--- config.mk ---
export PLATFORM = sky130hd
export DESIGN_NAME = rf_scoreboard
export DESIGN_NICKNAME = d
export VERILOG_FILES = /design/src/rtl/rf_pkg.sv /design/src/rtl/rf_entry.sv /design/src/rtl/rf_scoreboard.sv
export SDC_FILE = /design/constraint.sdc
export NUM_CORES = 1
export LEC_CHECK = 0
export CORE_UTILIZATION = 35
export DETAILED_ROUTE_END_ITERATION = 8
export PLACE_DENSITY = 0.61
export RECOVER_POWER = 100
export SLEW_MARGIN = 5
export SYNTH_ARGS = -nofsm -noshare
export SYNTH_HDL_FRONTEND = slang
export SYNTH_SLANG_ARGS = --single-unit
--- constraint.sdc ---
create_clock -name clk -period 8.7 [get_ports clk]
set_clock_uncertainty 0.2 [all_clocks]
set_input_delay 0.87 -clock clk [delete_from_list [all_inputs] [get_ports clk]]
set_output_delay 0.87 -clock clk [all_outputs]
set_load 0.03 [all_outputs]
--- src/rtl/rf_pkg.sv ---
// rf_pkg: default parameters and the depth helper shared by the register
// file scoreboard and its per-register entries.
package rf_pkg;

  localparam int DATA_W_DEF   = 16;
  localparam int ADDR_W_DEF   = 4;
  localparam int NUM_RD_DEF   = 2;
  localparam int CNT_W_DEF    = 2;
  localparam int BYPASS_DEF   = 1;
  localparam int ZERO_REG_DEF = 1;

  // Number of registers addressed by an addr_w-bit address.
  function automatic int rf_depth(input int addr_w);
    return 1 << addr_w;
  endfunction

endpackage

--- src/rtl/rf_entry.sv ---
// rf_entry: one register of the scoreboard register file.
// Holds the data word and a saturating count of outstanding (claimed but not
// yet written back) writes.
// Ports:
//   clk, rst     clock, async active-high reset
//   i_wr_hit     write targets this entry this cycle
//   i_claim_hit  claim targets this entry this cycle
//   i_wr_data    write data
//   o_data       stored data
//   o_cnt        outstanding-write count
//   o_busy       count is nonzero
module rf_entry #(
  parameter int DATA_W = 16,
  parameter int CNT_W  = 2
) (
  input  logic              clk,
  input  logic              rst,
  input  logic              i_wr_hit,
  input  logic              i_claim_hit,
  input  logic [DATA_W-1:0] i_wr_data,
  output logic [DATA_W-1:0] o_data,
  output logic [CNT_W-1:0]  o_cnt,
  output logic              o_busy
);

  localparam logic [CNT_W-1:0] CNT_MAX = '1;

  logic [DATA_W-1:0] r_data;
  logic [CNT_W-1:0]  r_cnt;

  always_ff @(posedge clk or posedge rst) begin
    if (rst) begin
      r_data <= '0;
    end else if (i_wr_hit) begin
      r_data <= i_wr_data;
    end
  end

  // Claim and write together cancel; that also covers a claim at max, which
  // is accepted because the net change is zero.
  always_ff @(posedge clk or posedge rst) begin
    if (rst) begin
      r_cnt <= '0;
    end else begin
      case ({i_claim_hit, i_wr_hit})
        2'b10: if (r_cnt != CNT_MAX) r_cnt <= r_cnt + CNT_W'(1);
        2'b01: if (r_cnt != '0)      r_cnt <= r_cnt - CNT_W'(1);
        default: r_cnt <= r_cnt;
      endcase
    end
  end

  assign o_data = r_data;
  assign o_cnt  = r_cnt;
  assign o_busy = (r_cnt != '0);

endmodule

--- src/rtl/rf_scoreboard.sv ---
// rf_scoreboard: parametrised multi-read register file with optional
// write-to-read bypass, optional hardwired-zero register 0 and a per-register
// outstanding-write scoreboard.
// Ports:
//   clk, rst    clock, async active-high reset
//   rd_addr     NUM_RD packed read addresses
//   rd_data     NUM_RD packed read data (combinational)
//   rd_busy     per read port: addressed register has outstanding writes
//   wr_en/wr_addr/wr_data   writeback port (also retires one claim)
//   claim_en/claim_addr     destination claim from decode
//   claim_full  claim_addr counter is saturated; a claim now would be dropped
module rf_scoreboard
  import rf_pkg::*;
#(
  parameter int DATA_W   = DATA_W_DEF,
  parameter int ADDR_W   = ADDR_W_DEF,
  parameter int NUM_RD   = NUM_RD_DEF,
  parameter int CNT_W    = CNT_W_DEF,
  parameter int BYPASS   = BYPASS_DEF,
  parameter int ZERO_REG = ZERO_REG_DEF
) (
  input  logic                     clk,
  input  logic                     rst,
  input  logic [NUM_RD*ADDR_W-1:0] rd_addr,
  output logic [NUM_RD*DATA_W-1:0] rd_data,
  output logic [NUM_RD-1:0]        rd_busy,
  input  logic                     wr_en,
  input  logic [ADDR_W-1:0]        wr_addr,
  input  logic [DATA_W-1:0]        wr_data,
  input  logic                     claim_en,
  input  logic [ADDR_W-1:0]        claim_addr,
  output logic                     claim_full
);

  localparam int               DEPTH   = rf_depth(ADDR_W);
  localparam logic [CNT_W-1:0] CNT_MAX = '1;

  logic [DATA_W-1:0] w_data [DEPTH];
  logic [CNT_W-1:0]  w_cnt  [DEPTH];
  logic [DEPTH-1:0]  w_busy;
  logic [DEPTH-1:0]  w_wr_hit;
  logic [DEPTH-1:0]  w_claim_hit;

  genvar r, p;

  generate
    for (r = 0; r < DEPTH; r++) begin : g_entry
      // Register 0 under ZERO_REG never sees a write or claim, so it stays
      // at its reset value of zero.
      localparam bit IS_ZERO = (ZERO_REG != 0) && (r == 0);

      assign w_wr_hit[r]    = !IS_ZERO && wr_en    && (wr_addr    == ADDR_W'(r));
      assign w_claim_hit[r] = !IS_ZERO && claim_en && (claim_addr == ADDR_W'(r));

      rf_entry #(
        .DATA_W (DATA_W),
        .CNT_W  (CNT_W)
      ) u_entry (
        .clk         (clk),
        .rst         (rst),
        .i_wr_hit    (w_wr_hit[r]),
        .i_claim_hit (w_claim_hit[r]),
        .i_wr_data   (wr_data),
        .o_data      (w_data[r]),
        .o_cnt       (w_cnt[r]),
        .o_busy      (w_busy[r])
      );
    end
  endgenerate

  generate
    for (p = 0; p < NUM_RD; p++) begin : g_rd
      logic [ADDR_W-1:0] w_addr;
      logic              w_is_zero;
      logic              w_byp;

      assign w_addr    = rd_addr[p*ADDR_W +: ADDR_W];
      assign w_is_zero = (ZERO_REG != 0) && (w_addr == '0);
      assign w_byp     = (BYPASS != 0) && wr_en && (wr_addr == w_addr);

      assign rd_data[p*DATA_W +: DATA_W] =
        w_is_zero ? '0 : (w_byp ? wr_data : w_data[w_addr]);

      // A same-cycle writeback retires one claim: the register only stays
      // busy if more than one write was outstanding.
      assign rd_busy[p] = !w_is_zero && w_busy[w_addr] &&
                          !(w_byp && (w_cnt[w_addr] == CNT_W'(1)));
    end
  endgenerate

  logic w_claim_zero;
  logic w_claim_wr;

  assign w_claim_zero = (ZERO_REG != 0) && (claim_addr == '0);
  assign w_claim_wr   = wr_en && (wr_addr == claim_addr);
  assign claim_full   = !w_claim_zero && !w_claim_wr &&
                        (w_cnt[claim_addr] == CNT_MAX);

endmodule

Word level (Yosys, flattened, before mapping)
Index checks and enable logic that the tools add are counted.
{"block": "totals", "regBits": 270, "input_bits": 36, "output_inout_bits": 35, "word_cells": 342}
{"block": "op_classes", "add_sub_neg": 30, "magnitude_cmp": 5, "n_eq_ne": 111, "mux": 68, "n_bitwise": 3, "reduce_logical": 95}
{"operator": "binary-select mux 16 bit (select 4 bit)", "n": 2}
{"operator": "two-way mux 16 bit", "n": 8}
{"operator": "two-way mux 2 bit", "n": 36}
{"operator": "== test 4 bit (second input constant)", "n": 16}
{"operator": "!= test 2 x 1 -> 1 bit (second input constant)", "n": 30}
{"operator": "case mux 2 bit (2 select lines)", "n": 15}
{"operator": "nonzero test 2 bit", "n": 30}
{"operator": "AND reduction 3 bit", "n": 15}
{"operator": "logical AND 1 bit", "n": 41}
{"operator": "== test 2 x 1 -> 1 bit (second input constant)", "n": 17}
{"operator": "== test 2 bit (second input constant)", "n": 16}
{"operator": "== test 4 x 3 -> 1 bit (second input constant)", "n": 8}
{"operator": "adder 2 x 1 -> 2 bit (second input constant)", "n": 15}
{"operator": "!= test 2 bit (second input constant)", "n": 15}
{"operator": "subtractor 2 x 1 -> 2 bit (second input constant)", "n": 15}
{"operator": "binary-select mux 2 bit (select 4 bit)", "n": 3}
{"operator": "== test 4 x 2 -> 1 bit (second input constant)", "n": 4}
{"operator": ">= comparator 5 bit (second input constant)", "n": 3}
{"operator": "NOT 4 -> 5 bit", "n": 3}
{"operator": "== test 4 bit", "n": 3}
{"operator": "zero test 4 bit", "n": 3}
{"operator": "less-than comparator 4 x 5 -> 1 bit (second input constant)", "n": 2}
{"operator": "binary-select mux 1 bit (select 4 bit)", "n": 2}
{"operator": "== test 4 x 1 -> 1 bit (second input constant)", "n": 2}
{"operator": "other kinds (2)", "n": 8}

Longest topological paths before layout
{"block": "depth", "word_depth": 8, "depth_mapped": 11, "ltp_nobuf": 9}

Hierarchy
Synthesis repeated with hierarchy kept, for this count alone.
{"block": "unflattened", "hier_cells": 1285, "area_unflattened_um2": 17830.9}
{"module": "rf_entry", "n_inst": 16, "cells_per_inst": 47, "area_per_inst_um2": 749.5, "seq_area_each_um2": 450.4}
{"module": "rf_scoreboard", "n_inst": 1, "cells_per_inst": 533, "area_per_inst_um2": 5839.4, "seq_area_each_um2": 0.0}

Worst setup path after synthesis
OpenSTA, ideal clock, no wires.
{"block": "synth_timing", "path_kind": "input -> output", "startpoint": "input rd_addr[6]", "endpoint": "output rd_data[28]", "arrival_time_ns": 2.695, "required_ns": 7.630, "path_slack_ns": 4.935, "stages": 8, "path_buffers": 3, "path_cell_list": "buf_2 > xor2_1 > nor3_1 > and3_1 > clkbuf_1 > buf_2 > nor2_1 > nor3_1"}
{"block": "synth_via", "elab_chain_len": 6, "elab_cells_between_ends": 9, "cone_classes": "eq/ne (1); mux (5); bitwise (1); reduce/logical (2)"}
{"item": "start: declaration", "line": "rf_scoreboard.sv:24", "text": "input logic [NUM_RD*ADDR_W-1:0] rd_addr,"}
{"item": "NOT 4 -> 5 bit (not written as such)", "line": "rf_scoreboard.sv:82", "text": "w_is_zero ? '0 : (w_byp ? wr_data : w_data[w_addr]);"}
{"item": "binary-select mux 16 bit (select 4 bit)", "line": "rf_scoreboard.sv:82"}
{"item": "two-way mux 16 bit (not written as such) (2 in series)", "line": "rf_scoreboard.sv:82"}
{"item": "two-way mux 16 bit", "line": "rf_scoreboard.sv:82"}
{"item": "two-way mux 16 bit (*)", "line": "rf_scoreboard.sv:82"}
{"item": "end: declaration", "line": "rf_scoreboard.sv:25", "text": "output logic [NUM_RD*DATA_W-1:0] rd_data,"}
Mark *: on every way between the ends. The rest lies on a longest branch, timed or not. The select of a mux whose other input is x is not followed.

Worst setup path after layout
{"block": "layout_timing", "startpoint": "input rd_addr[1]", "endpoint": "output rd_data[3]"}
Same word-level chain as after synthesis.

==> out/qor.yml <==
areaGrowthSynthToFinish_pct: 12.27
drcViolationCount: 8
maxSlewViolCount: 399
slowest_delay_ns: 1.97
routed_wl_um: 50890
ctsResizeCount: 0
syn_nets: 1582
cts_setup_buffers: 0
failed_checks: "DRC, capacitance limit, slew limit"
overflow: 0
outcome: "finished with violations"
cts_tree: "done"
finalHoldViolations: 0
switchingPower_mw: 1.371
fp.dieH_um: 220.2
critPathLaunchType: "primary input"
syn_area_mm2: 0.01666
post-dp-hpwl_um: 31010
pin_count: 71
timing.fmax_mhz: 150.8
internal-power_mw: 2.995
async_reset_ff_share_pct: 100.0
die_x_um: 220.2
core_area_mm2: 0.04675
clkSinkCount: 270
swShare_pct: 31.40
cts.path.max_buffers: 3
rows: 79
io_buffers: 70
final_cells: 2155
fill_cells: 4359
numCtsBuffers: 31
drt_first_pass_iters: 9
worstPathMaxFanout: 36
drt_iter0_drc: 968
clk_latency_ns: 0.58
tns_ns: 0
initial_core_util_pct: 35.63
ys_seq_area_share_pct: 40.56
antenna_found_initial: 0
synth_cell_types: 54
powerDensity_mw_per_mm2: 233.4
regArea_mm2: 0.006756
tightest_slew_ns: 5.756
power_frac_comb_pct: 26.4
ant_nets: 0
syn_avg_cell_area_um2: 10.99
path_cells: "buf_4 -> clkbuf_1 -> xnor2_1 -> nand3_1 -> buf_4 -> nand3_1 -> a21oi_1 -> dlygate4sd3_1"
slowest_stage: "clkbuf_1"
setup_viol: 0
cts_hold_buf: 0
synth_seq_cells: 270
cap_violations: 14
p_seq_share_pct: 42.0
vias_per_cell: 5.766
power_mw: 4.366
ir_drop_mv: 0.1718
root_buffer: "clkbuf_16"
diodes: 0
post-route-period-util_pct: 76.22
place_inst: 2097
p_leak_nw: 7.864
via_count: 12430
hold_class: "reg -> reg"
first_global_vias: 12520
grt_max_degree: 128
ys_warn_count: 0
fin_crit_ns: 6.631
clk_pin_slew_worst_paths_ns: 0.06
endpoint_kind: "primary output"
rsz0062_at_grt: "no"
nets: 1589
h-tree-depth: 1
critPathRequiredTime_ns: 7.63
gp_congestion: 0.8184
grt_use_total_pct: 21.36
synth_top_flop_cell: "dfrtp_1"
layout-drive-gt1-share_pct: 26.94
hold_slack_ns: 0.3017
synthCells: 1516
synth_edf_count: 0
dieArea_mm2: 0.04847
crit_type: "in -> out"
multi_input_area_mm2: 0.009109
grt_pass1_wl_um: 78080
relSlewSlack_pct: -285.8
post_drt_wl_per_cell_um: 23.62
clkPwrFrac_pct: 31.6
cp.arrival_ns: 5.56
-- Yosys cell counts (all sizes together) (4+ instances only) --
library cell	n	area, um^2
o221ai	12	105.1
nand2b	16	100.1
a211o	6	52.55
o22ai	4	25.02
nor2b	15	93.84
nor3	35	175.2
a221o	5	50.05
buf	80	465.4
mux2i	32	320.3
a22o	7	61.31
o21ai	68	340.3
nand2	225	844.6
o2bb2ai	6	52.55
a211oi	4	30.03
nor2	70	287.8
mux2	244	2748
a221oi	10	87.58
o211ai	4	30.03
a22oi	18	135.1
dfrtp	270	6756
nor4	4	37.53
inv	42	157.6
ha	30	375.4
a21oi	67	335.3
mux4	97	2203
nand3b	10	75.07
xor2	9	78.83
nand3	52	260.3
clkbuf	45	171.4
-- cells in the final DEF, fill, tap and decap left out, types with 7 or more instances in the layout --
cell type        synthesis  routed
dfrtp_1                270     270
mux2_2                 239     239
nand2_1                225     225
mux4_2                  92      92
o21ai_0                 68      68
a21oi_1                 67      67
nor2_1                  60      65
nand3_1                 52      52
inv_1                   40      41
dlygate4sd3_1            0      36
nor3_1                  35      35
mux2i_1                 32      32
clkbuf_16                0      31
ha_1                    30      30
clkdlybuf4s50_1          0      26
clkbuf_1                43      19
buf_4                   13      19
a22oi_1                 18      18
nand2b_1                16      16
nor2b_1                 15      14
o221ai_1                12      12
nand3b_1                10      10
a221oi_1                10      10
xor2_1                   9       9
clkinv_2                 0       8
a22o_1                   7       7
-- power groups by stage --
stage | registers [mW] | clock network (mW) | logic (mW)
final | 1.84 | 1.38 | 1.15
after global routing | 1.88 | 1.45 | 1.25
after CTS | 1.83 | 1.40 | 1.17
after detailed placement | 1.85 | 0 | 1.17
after global placement | 1.83 | 0 | 1.14
after floorplan | 1.73 | 0 | 0.938
-- critical path: cells and delay by family --
family,cells,cell delay (ns)
XOR/XNOR,1,0.28
buffers and inverters,4,3.60
AND/OR/NAND/NOR,2,0.63
AO/OA/AOI/OAI,1,0.14
-- layer usage --
metal  vias to the layer above  track usage (%)  share of wire, %
met5                         -                0                 0
met2                       413            36.08                49
met1                      6384            28.27                42
li1                       5532                -                 -
met4                         0            6.805               3.0
met3                        96            2.997               5.8
-- through the flow --
stage          setup WS (ns)  utilization [%]  area, um^2
2_1_floorplan         0.1913                -       16660
3_3_place_gp           3.379            37.89       17710
3_5_place_dp           3.360            37.89       17710
4_1_cts                3.290            40.19       18790
5_1_grt                1.584            40.01       18700
6_report               2.069            40.01       18700
-- layout make-up --
type                            instances  area share [%]
Multi-Input combinational cell       1077           48.70
Sequential cell                       270           36.12
Timing Repair Buffer                   99           4.462
Clock buffer                           36           4.301
Tap cell                              607           4.060
Clock inverter                         22           1.465
Inverter                               44          0.8897
-- kinds of logic after synthesis --
group                      share of synthesized area (%)
AOI/OAI and AO/OA                                  8.186
xor gates and xnor gates                          0.6309
adders and majority gates                          2.253
buffers and inverters                              4.814
DFF                                                40.56
muxes                                              31.64
and+or+nand+nor                                    11.92
-- registers in the layout, summed over array words and instances (netlist names) --
signal                  count
g_entry.u_entry.o_cnt      30
g_entry.u_entry.o_data    240
-- final timing paths --
check                                                     startpoint                                         to  depth (start not counted)  slack [ns]
setup / recovery                                          rd_addr[1]                                 rd_data[3]                          8        2.07
hold / removal             g_entry[4].u_entry.o_data[15]$_DFFE_PP0N_  g_entry[4].u_entry.o_data[15]$_DFFE_PP0N_                          2        0.30
setup reg to reg            g_entry[15].u_entry.o_cnt[0]$_DFFE_PP0P_   g_entry[15].u_entry.o_cnt[0]$_DFFE_PP0P_                          2        7.39
hold reg to reg            g_entry[4].u_entry.o_data[15]$_DFFE_PP0N_  g_entry[4].u_entry.o_data[15]$_DFFE_PP0N_                          2        0.30
max in group asynchronous                                        rst   g_entry[8].u_entry.o_data[9]$_DFFE_PP0N_                          3        3.17
min in group asynchronous                                        rst   g_entry[9].u_entry.o_data[4]$_DFFE_PP0N_                          2        2.30
Power figures use the tool's default switching activity.
